$ cat src/rtl/top_level.sv
// top_level: parity-checked LFSR stream decrypter with tap search and leading-space strip
module data_mem (
    input  logic       clk,
    input  logic       we,
    input  logic [7:0] wa,
    input  logic [7:0] wd,
    input  logic [7:0] ra,
    output logic [7:0] rd
);
    logic [7:0] Core [0:255];
    // Single write port; contents are never reset so they can be preloaded
    always_ff @(posedge clk) begin
        if (we) Core[wa] <= wd;
    end
    assign rd = Core[ra];
endmodule

module top_level #(
    parameter int MSG_BASE = 64,
    parameter int MSG_LEN  = 64,
    parameter int PRE_MIN  = 10
) (
    input  logic Clk,
    input  logic Reset,
    input  logic Start,
    output logic Ack
);
    typedef enum logic [2:0] {IDLE, FIND_PTRN, SCAN_LEAD, DECRYPT_WRITE, DONE} state_t;
    state_t     state_q, state_d;
    logic [3:0] pi_q, pi_d;
    logic [6:0] k_q, k_d, n_q, n_d, lfsr_q, lfsr_d, init_q, init_d, ptrn_q, ptrn_d;
    logic       we, err;
    logic [7:0] wa, wd, ra, rd;
    logic [6:0] cand, cur, nxt, dec;

    function automatic logic [6:0] step(input logic [6:0] s, input logic [6:0] p);
        return {s[5:0], ^(s & p)};
    endfunction

    data_mem mem (.clk(Clk), .we(we), .wa(wa), .wd(wd), .ra(ra), .rd(rd));

    // k_q walks the message: pad index while searching, source index afterwards
    assign ra  = 8'(MSG_BASE) + {1'b0, k_q};
    assign cur = (state_q == FIND_PTRN) ? cand : ptrn_q;
    assign nxt = step(lfsr_q, cur);
    assign dec = rd[6:0] ^ lfsr_q;
    assign err = ^rd;
    assign Ack = (state_q == DONE);

    // Candidate feedback taps in search order
    always_comb begin
        case (pi_q)
            4'd1:    cand = 7'h48;
            4'd2:    cand = 7'h78;
            4'd3:    cand = 7'h72;
            4'd4:    cand = 7'h6A;
            4'd5:    cand = 7'h69;
            4'd6:    cand = 7'h5C;
            4'd7:    cand = 7'h7E;
            4'd8:    cand = 7'h7B;
            default: cand = 7'h60;
        endcase
    end

    // Next-state and datapath control; one memory read and at most one write per cycle
    always_comb begin
        state_d = state_q;
        pi_d    = pi_q;
        k_d     = k_q;
        n_d     = n_q;
        lfsr_d  = lfsr_q;
        init_d  = init_q;
        ptrn_d  = ptrn_q;
        we      = 1'b0;
        wa      = {1'b0, n_q};
        wd      = 8'h20;
        case (state_q)
            IDLE: begin
                if (!Start) begin
                    state_d = FIND_PTRN;
                    pi_d    = '0;
                    k_d     = '0;
                end
            end
            FIND_PTRN: begin
                if (k_q == 7'd0) begin
                    init_d = rd[6:0] ^ 7'h20;
                    lfsr_d = init_d;
                    k_d    = 7'd1;
                    if (PRE_MIN < 2) begin
                        ptrn_d  = cur;
                        state_d = SCAN_LEAD;
                        k_d     = '0;
                    end
                end else if (nxt == (rd[6:0] ^ 7'h20)) begin
                    lfsr_d = nxt;
                    k_d    = k_q + 7'd1;
                    if (k_q == 7'(PRE_MIN - 1)) begin
                        ptrn_d  = cur;
                        state_d = SCAN_LEAD;
                        lfsr_d  = init_q;
                        k_d     = '0;
                    end
                end else begin
                    pi_d = pi_q + 4'd1;
                    k_d  = '0;
                    if (pi_q == 4'd8) begin
                        ptrn_d  = 7'h60;
                        state_d = SCAN_LEAD;
                        lfsr_d  = init_q;
                    end
                end
            end
            SCAN_LEAD: begin
                if (dec == 7'h20 && !err && k_q < 7'(MSG_LEN - 1)) begin
                    k_d    = k_q + 7'd1;
                    lfsr_d = nxt;
                end else begin
                    n_d     = '0;
                    state_d = DECRYPT_WRITE;
                end
            end
            DECRYPT_WRITE: begin
                we = 1'b1;
                wd = (k_q < 7'(MSG_LEN)) ? {err, dec} : 8'h20;
                if (k_q < 7'(MSG_LEN)) begin
                    k_d    = k_q + 7'd1;
                    lfsr_d = nxt;
                end
                n_d = n_q + 7'd1;
                if (n_q == 7'(MSG_LEN - 1)) state_d = DONE;
            end
            DONE: begin
                if (Start) state_d = IDLE;
            end
            default: state_d = IDLE;
        endcase
    end

    // State and datapath registers with synchronous reset
    always_ff @(posedge Clk) begin
        if (Reset) begin
            state_q <= IDLE;
            pi_q    <= '0;
            k_q     <= '0;
            n_q     <= '0;
            lfsr_q  <= '0;
            init_q  <= '0;
            ptrn_q  <= '0;
        end else begin
            state_q <= state_d;
            pi_q    <= pi_d;
            k_q     <= k_d;
            n_q     <= n_d;
            lfsr_q  <= lfsr_d;
            init_q  <= init_d;
            ptrn_q  <= ptrn_d;
        end
    end
endmodule

$ cat config.mk
export PLATFORM = sky130hd
export DESIGN_NAME = top_level
export DESIGN_NICKNAME = d
export VERILOG_FILES = /design/src/rtl/top_level.sv
export SDC_FILE = /design/constraint.sdc
export NUM_CORES = 1
export LEC_CHECK = 0
export CORE_UTILIZATION = 55
export CTS_CLUSTER_DIAMETER = 50
export DETAILED_ROUTE_END_ITERATION = 10
export PLACE_DENSITY = 0.73
export SYNTH_ARGS = -nofsm -noshare
export SYNTH_HDL_FRONTEND = slang
export SYNTH_SLANG_ARGS = --single-unit
$ cat constraint.sdc
create_clock -name Clk -period 7.68 [get_ports Clk]
set_input_delay 2.304 -clock Clk [delete_from_list [all_inputs] [get_ports Clk]]
set_output_delay 2.304 -clock Clk [all_outputs]
set_load 0.05 [all_outputs]
After elaboration in Yosys (flattened, before gate mapping)
Memory sizes are Yosys's and may differ from the RTL's. A register that Yosys moved wholly into a read port is not among the register bits. Index checks and enable logic that the tools add are counted.

Add/subtract/negate cells: 4. Eq/ne operators: 21. $lt $le $gt $ge: 2. Reduce and logical (&&, ||, !) cells: 19. Multiplexer cells: 40. Bitwise logic cells: 4.

Operator list (number): $mux 7 (17); $pmux 7 s4 (1); $mux 3 (8); $pmux 7 s3 (1); $mux 4 (5); $mux 8 (2); $ne 2x2->1 const B (8); $reduce_and 4->1 (4); $pmux 3 s5 (1); $add 7x1->7 const B (2); $eq 7x6->1 const B (2); $pmux 7 s2 (1); $add 7x7->8 const A (1); $pmux 4 s2 (1); $reduce_xor 8->1 (1); $and 7x7->7 (1); $eq 7x4->1 const B (1); $eq 7x7->1 (1); $logic_not 7->1 (1); $lt 7x6->1 const B (1); $lt 7x7->1 const B (1); $reduce_and 7->1 (1); $reduce_xor 7->1 (1); $xor 7x7->7 (1); other kinds (18) (26).

ROM bits: 96. Bits of input ports: 3. Register bits: 42. Logic and storage cells: 99. Memories kept: 2. Bits in writable memories: 2048.

Memory list: mem.Core (depth 256, bits a word 8, read ports 1, clocked after Yosys merged registers in 0, write ports 1, line 10) `logic [7:0] Core [0:255];`; (name not given) (depth 16, bits a word 6, read ports 1, clocked after Yosys merged registers in 1, write ports 0, line 52) `case (pi_q)`.

Depth between registers and ports, before layout
Gate-level depths: netlist of the first run.

Depth after elaboration: 10. Depth in mapped cells: 22. Gate-level depth less buffers: 15.

By module
From an unflattened synthesis of the first run, not the netlist that was laid out.

Cell total of the unflattened synthesis: 4093. Area total of the unflattened synthesis: 82382.8 um2.

Modules (own cells, without submodules): data_mem (area each 79396.1 um2, seq. area each 61499.0 um2, times used 1, cells each 3725); top_level (area each 2986.6 um2, seq. area each 960.9 um2, times used 1, cells each 368).

Worst setup path before layout of the first run
Ideal clock, no wire load.

Kind: flip-flop to flip-flop. Start point: register k_q[1]. End point: memory mem.Core[0][7] (data pin). Data required time: 6.883 ns. Stages on the path, launching flop included: 15. Setup slack: 0.465 ns. Arrival time: 6.419 ns. Buffers on the path: 7. Setup time: 0.797 ns. Cells stage by stage: dfxtp_1 buf_4 buf_6 buf_6 buf_6 buf_6 buf_6 clkbuf_1 mux4_2 mux4_2 mux4_2 mux2_2 xnor2_2 xnor2_1 nor2_1.

Word-level cells in the longest chain between the ends: 5. Elaborated cells on any way between the ends: 6. Those cells by class: 1 x add/sub; 1 x order compare; 2 x mux; 1 x reduce/logical; 1 x memory.

Ends and longest elaborated chain: start, declared (line 31) `logic [6:0] k_q, k_d, n_q, n_d, lfsr_q, lfsr_d, init_q, init_d, ptrn_q, ptrn_d;`; start signal, assigned (line 153) `k_q <= k_d;`; $add 7x7->8 (line 43) `assign ra = 8'(MSG_BASE) + {1'b0, k_q};`; $mem_v2 256x8; $reduce_xor 8->1 (line 47) `assign err = ^rd;`; $mux 8 * (line 125) `wd = (k_q < 7'(MSG_LEN)) ? {err, dec} : 8'h20;`; $mux 8 * (line 77) `case (state_q)`; named net mem.wd[7] (line 6) `input logic [7:0] wd,`; end, declared (line 10).

Mark *: on every way through the listed nets, which the timed path passes. The rest lies on a longest branch.

Worst setup path in the final report of the first run
Start point: register k_q[1]. End point: register cand[3] (netlist name).

Word-level cells in the longest chain between the ends: 8. Elaborated cells on any way between the ends: 10. Those cells by class: 1 x add/sub; 3 x eq/ne; 2 x mux; 1 x bitwise; 2 x reduce/logical; 1 x memory.

Ends and longest elaborated chain: $add 7x7->8 (line 43); $mem_v2 256x8; $not 1->1 (no line); $eq 7x7->1 (line 95) `end else if (nxt == (rd[6:0] ^ 7'h20)) begin`; $ne 2x2->1 (no line); $reduce_and 4->1 (no line) *; $mux 4 (no line) * (2 in series).

Every way passes the cells marked *; elsewhere a longest branch is shown, timed or not. A chain may end at the register's enable or synchronous reset.

==> flow_metrics.tcl, run 1 <==
set metrics [dict create \
    slew-limit-headroom_pct 11.9 \
    setup_viol 0 \
    wl_per_cell_um 31.5 \
    synth-edff-count 1024 \
    drive_above_1_share_pct 21.0 \
    track_usage_pct 27.8 \
    synth_top_area_share_pct 71.3 \
    rows 102 \
    yosys_most_used_dff "edfxtp_1" \
    ys_warn_count 0 \
    r2r_slack_ns 1.39 \
    fin_tns_setup_ns 0 \
    ir_drop_mv 0.189 \
    hold_path_class "flip-flop to flip-flop" \
    post-dp-hpwl_um 67200 \
    htreeDepth 3 \
    synthAdderAreaFrac_pct 0.377 \
    hold_viol_final 0 \
    critPathMaxStageDelay_ns 0.95 \
    viasPerCell 6.69 \
    grt_max_degree 98 \
    drv_slew 0 \
    synth_fp_nets 2301 \
    p_comb_share_pct 2.7 \
    antennaDiodeCount 0 \
    gp_congestion 0.928 \
    multiInputGateArea_um2 10600 \
    tightest_slew_ns 1.32 \
    synth_top_family_by_area "multiplexers" \
    clk_pin_slew_worst_paths_ns 0.06 \
    muxShareOfSynthArea_pct 14.3 \
    coreArea_um2 77600 \
    syn_inst 2285 \
    yosys-top-cells-area "edfxtp_1 71%, mux4_2 11%, mux2i_1 2.3%" \
    fin_crit_ns 6.29 \
    required_ns 8.22 \
    worst_setup_path_end_kind "flip-flop" \
    wl_um 109000 \
    netlist_area_um2 43200 \
    nets 2329 \
    cts-root-buf "clkbuf_16" \
    p_seq_share_pct 52.3 \
    die_y_um 282 \
    drt_pass1_iterations 9 \
    start_kind "flip-flop" \
    fillerInstances 5323 \
    final.period_utilization_pct 81.9 \
    p_sw_mw 2.47 \
    numCtsBuffers 111 \
    yosys.area_share.simple_pct 4.43 \
    holdBufCountCts 0 \
    finClkSkew_ns 0.0293 \
    synth-async-reset-ratio_pct 0 \
    dieArea_um2 79600 \
    clockBufferDepth 3 \
    grt_pass1_wl_um 157000 \
    drc 0 \
    grt_pass1_vias 22810 \
    ant_nets 0 \
    maxCapViolCount 0 \
    power.total_mw 12.1 \
    overflow 0 \
    rsz0062_at_grt "false" \
    seq_area_frac_synth_pct 73.5 \
    crit_path_top_delay_cell "dfxtp_4" \
    drt_iter0_drc 3494 \
    switching_share_pct 20.4 \
    powerDensity_nw_per_um2 253 \
    internal_power_mw 9.65 \
    io-pin-count 4 \
    crit_arrival_ns 6.83 \
    vias 23017 \
    cts.sinks 1072 \
    areaGrowthSynthToFinish_pct 11.3 \
    power_leakage_nw 13.1 \
    regArea_um2 31700 \
    netlist.top_cell.by_area "edfxtp_1" \
    die_width_um 282 \
    clkLatencyLatePin_ns 0.69 \
    status "finished clean" \
    cp_max_fo 72 \
    ctsResizeCount 0 \
    cts_tree "built" \
    fmax_ghz 0.159 \
    postSynthAreaPerCell_um2 18.9 \
    synth_cell_types 88 \
    start_util_pct 55.6 \
    portBuffers 3 \
    post_cts_buffers 0 \
    antenna_found_initial 2 \
    synth-seq-cells 1072 \
    clkPwrFrac_pct 45.0 \
    crit_type "flip-flop to flip-flop" \
    synth_xor_area_share_pct 0.560 \
    synth-compound-area-share_pct 4.71 \
    crit_chain "buf_12, buf_4, mux4_2, a22o_1, a211oi_1, a2bb2oi_2, nor3_1, or4b_1, or4b_1, nor2_2, nor3_1, o21ai_1, a21o_1, ha_1, nor2_1, mux2i_1" \
]
-- logic make-up after synthesis --
logic type | Yosys count
flops | 1072
simple gates | 408
mux | 342
compound gates | 269
buf+inv | 159
xor+xnor | 22
fa+ha+maj | 13
-- stage by stage --
step | cells | utilization [%] | hold slack (ns) | worst slack (ns) | instance area (um^2)
final | 3442 | 61.9 | 0.454 | 1.39 | 48000
after global placement | 3240 | 57.1 | 0.444 | 1.51 | 44300
after CTS | 3442 | 61.9 | 0.460 | 1.41 | 48000
after global routing | 3442 | 61.9 | 0.477 | 1.13 | 48000
after detailed placement | 3240 | 57.1 | 0.451 | 1.47 | 44300
after floorplan | 2285 | - | 0.424 | 0.465 | 43200
-- registers in the layout, summed over array words and instances, names as in the netlist --
signal / cells
ptrn_q: 7
k_q: 7
mem.Core: 1024
pi_q: 4
init_q: 7
n_q: 7
lfsr_q: 7
cand: 6
state_q: 3
-- layout by cell type (no fill, tap or decap), types with 8 or more instances in the layout --
cell / netlist / routed
edfxtp_1: 1024 / 1024
mux4_2: 217 / 217
nor2_1: 177 / 170
clkbuf_16: 0 / 113
mux2i_1: 97 / 97
nand2_1: 84 / 84
a21oi_1: 45 / 45
dfxtp_1: 48 / 44
nand3_1: 43 / 42
buf_4: 15 / 41
o221ai_1: 35 / 35
a22oi_1: 32 / 32
a211oi_1: 23 / 23
mux2_2: 22 / 22
clkinv_2: 0 / 19
clkinv_1: 1 / 16
a22o_1: 16 / 16
nand4_1: 16 / 16
inv_1: 15 / 15
clkbuf_1: 65 / 15
bufinv_16: 0 / 14
nor3_1: 13 / 13
ha_1: 13 / 13
xnor2_1: 12 / 12
o211ai_1: 11 / 11
buf_12: 0 / 11
and2_1: 11 / 10
o21ai_1: 10 / 10
nand2b_1: 9 / 9
a221oi_1: 9 / 9
a31oi_1: 9 / 9
o22ai_1: 8 / 8
nor2b_1: 11 / 8
-- cell type report --
type	count	share of cell area, %
clock inverters	74	1.77
well taps	1040	2.71
clock buffers	128	6.01
multi-input cells	1054	22.1
flip-flops and latches	1072	66.1
inverters	19	0.149
repair buffers	55	1.16
-- power groups by stage --
stage / sequential (mW) / clock (mW) / combinational, mW
finish: 6.34 / 5.45 / 0.327
global placement: 6.47 / 0 / 0.325
detailed placement: 6.47 / 0 / 0.327
global route: 6.34 / 5.71 / 0.350
floorplan: 6.44 / 0 / 0.290
CTS: 6.34 / 5.48 / 0.328
-- critical path: cells and delay by family (launching register included) --
family                   cells  cell delay, ns
adder cells (fa/ha/maj)      1            0.25
AO/OA/AOI/OAI                5            1.41
multiplexers                 2            0.46
AND/OR/NAND/NOR              6            2.03
buffers and inverters        2            0.95
flip-flops                   1            0.95
-- final timing paths --
path / from / end / cells after the start
worst min-delay path: ptrn_q[5] / ptrn_q[5] / 2
worst max-delay path: k_q[1] / cand[3] / 16
worst min register to register: ptrn_q[5] / ptrn_q[5] / 2
worst max register to register: k_q[1] / cand[3] / 16
-- per-layer routing --
| metal | vias up | global-route usage (%) | part of all wire, % |
|---|---|---|---|
| met5 | - | 0 | 0.011 |
| met4 | 2 | 11.6 | 4.3 |
| met3 | 270 | 5.45 | 10 |
| met2 | 1418 | 42.6 | 47 |
| met1 | 11903 | 39.5 | 39 |
| li1 | 9424 | - | - |
-- cell usage after synthesis, types with 6 or more instances --
cell type and instances:
edfxtp_1 1024, mux4_2 217, nor2_1 177, mux2i_1 97, nand2_1 84, clkbuf_1 65
dfxtp_1 48, a21oi_1 45, nand3_1 43, o221ai_1 35, a22oi_1 32, buf_6 30
a211oi_1 23, mux2_2 22, buf_2 17, a22o_1 16, nand4_1 16, buf_4 15
inv_1 15, ha_1 13, nor3_1 13, xnor2_1 12, and2_1 11, nor2b_1 11
o211ai_1 11, o21ai_1 10, a221oi_1 9, a31oi_1 9, nand2b_1 9, buf_1 8
o22ai_1 8, and3_1 7, nand3b_1 7, o32ai_1 6, xor2_1 6
Note: power is estimated with default switching activity, not from simulation.
==> inputs of run 2 (changes only) <==
PLACE_DENSITY = 0.7   (was 0.73)
clock period = 6.6 ns   (was 7.68 ns; I/O delays follow)
==> run 2 against run 1 <==
- maximum frequency increased by 6.9%
- non-clock buffer count increased by 20
- highest routed layer unchanged
- largest cell class unchanged
- worst setup slack got worse by 0.68 ns
- sequential power grew 16%
==> flow_metrics.tcl, run 2 (same netlist as run 1, synthesis figures left out) <==
set metrics [dict create \
    setup_viol 0 \
    regMostFlops "mem.Core" \
    final_common_cell "edfxtp_1" \
    antenna_found_initial 1 \
    final_util_pct 62.0 \
    drt_iter0_drc 3402 \
    final.period_utilization_pct 89.2 \
    fmax_ghz 0.170 \
    clk_pin_slew_worst_paths_ns 0.06 \
    fin_crit_ns 5.89 \
    cts.sinks 1072 \
    track_usage_pct 28.4 \
    critPathTopFamily "compound AO/OA/AOI/OAI gates" \
    die_y_um 282 \
    wl_um 110000 \
    critPathMaxStageDelay_ns 0.91 \
    fillerInstances 5400 \
    die_width_um 282 \
    p_sw_mw 2.89 \
    maxCapViolCount 0 \
    grt_pass1_wl_um 160000 \
    tightest_slew_ns 1.22 \
    internal_power_mw 11.1 \
    status "finished clean" \
    p_seq_share_pct 52.6 \
    worst_setup_path_end_kind "flip-flop" \
    largest_reg_flops 1024 \
    nets 2350 \
    cts_tree "built" \
    viasPerCell 6.67 \
    io-pin-count 4 \
    switching_share_pct 20.6 \
    hold_viol_final 0 \
    drive_above_1_share_pct 21.2 \
    start_util_pct 55.6 \
    drv_slew 0 \
    power_leakage_nw 13.1 \
    crit_path_top_delay_cell "dfxtp_4" \
    clkPwrFrac_pct 44.5 \
    wl_per_cell_um 31.8 \
    hold_path_class "flip-flop to flip-flop" \
    finClkSkew_ns 0.0333 \
    fin_cells 3468 \
    vias 23147 \
    portBuffers 3 \
    gp_congestion 0.969 \
    start_kind "flip-flop" \
    coreArea_um2 77600 \
    worst_slack_ns 0.711 \
    powerDensity_nw_per_um2 292 \
    post_cts_buffers 0 \
    rsz0062_at_grt "false" \
    p_comb_share_pct 2.9 \
    slew-limit-headroom_pct 18.4 \
    regArea_um2 31700 \
    overflow 0 \
    postPlaceCellArea_um2 44400 \
    layout_common_cells "1024 x edfxtp_1, 217 x mux4_2, 170 x nor2_1" \
    crit_chain "buf_12, buf_12, mux4_2, a22o_1, a211oi_1, o32a_1, o211ai_1, xor2_1, nor4b_1, nand3_1, o31ai_2, nand3_1, o32ai_2" \
    areaGrowthSynthToFinish_pct 11.5 \
    crit_type "flip-flop to flip-flop" \
    timing.hold.ws_ns 0.457 \
    cp_max_fo 42 \
    numCtsBuffers 112 \
    power.total_mw 14.0 \
    multiInputGateArea_um2 10600 \
    ant_nets 0 \
    clockBufferDepth 3 \
    cp_num_buf_inv 2 \
    fin_tns_setup_ns 0 \
    htreeDepth 3 \
    grt_pass1_vias 22671 \
    grt_max_degree 115 \
    ir_drop_mv 0.265 \
    post-dp-hpwl_um 69400 \
    ctsResizeCount 0 \
    cts-root-buf "clkbuf_16" \
    dieArea_um2 79600 \
    drc 0 \
    final_cell_area_um2 48100 \
    drt_pass1_iterations 8 \
    placed_cells 3260 \
    required_ns 7.14 \
    clkLatencyLatePin_ns 0.70 \
    crit_arrival_ns 6.43 \
    pre_cts_slack_ns 0.870 \
    holdBufCountCts 0 \
    rows 102 \
]
run 2: cell types whose count changed in the layout (fill, tap and decap cells not counted), moves of 2 or more:
cell       previous run  this run
inv_6                 5         3
clkbuf_1             15        22
inv_8                 3         0
buf_12               11        13
clkbuf_16           113       115
buf_4                41        59
bufinv_16            14        10
clkinv_1             16        23
run 2: power by group through the flow:
| stage | logic [mW] | registers (mW) | clock network [mW] |
|---|---|---|---|
| global route | 0.434 | 7.38 | 6.54 |
| global placement | 0.401 | 7.53 | 0 |
| detailed placement | 0.405 | 7.53 | 0 |
| finish | 0.406 | 7.38 | 6.24 |
| CTS | 0.408 | 7.38 | 6.27 |
| floorplan | 0.338 | 7.50 | 0 |
run 2: final timing paths:
kind	from	cells after the start	slack (ns)	end
setup / recovery	k_q[0]	13	0.71	k_q[2]
hold / removal	ptrn_q[5]	2	0.46	ptrn_q[5]
hold reg to reg	ptrn_q[5]	2	0.46	ptrn_q[5]
setup reg to reg	k_q[0]	13	0.71	k_q[2]
run 2: area by class of cell:
cell class	instances	area share, %
timing repair buffer	75	1.52
antenna	1	0.00520
clock inverter	69	1.43
clock buffer	138	6.18
tap	1040	2.70
inverter	19	0.148
sequential	1072	65.9
multi-input combinational	1054	22.1
run 2: per-layer routing:
layer,GRT usage [%],vias up,share of wire [%]
met5,0,-,0.012
met1,40.8,11973,39
li1,-,9466,-
met4,11.1,2,4.0
met3,6.96,274,11
met2,42.3,1432,46
run 2: worst min-delay path: cells and delay by family (launching register included):
family / cells / cell delay (ns)
DFF: 1 / 0.31
AOI/OAI and AO/OA: 1 / 0.05
buffers and inverters: 1 / 0.05
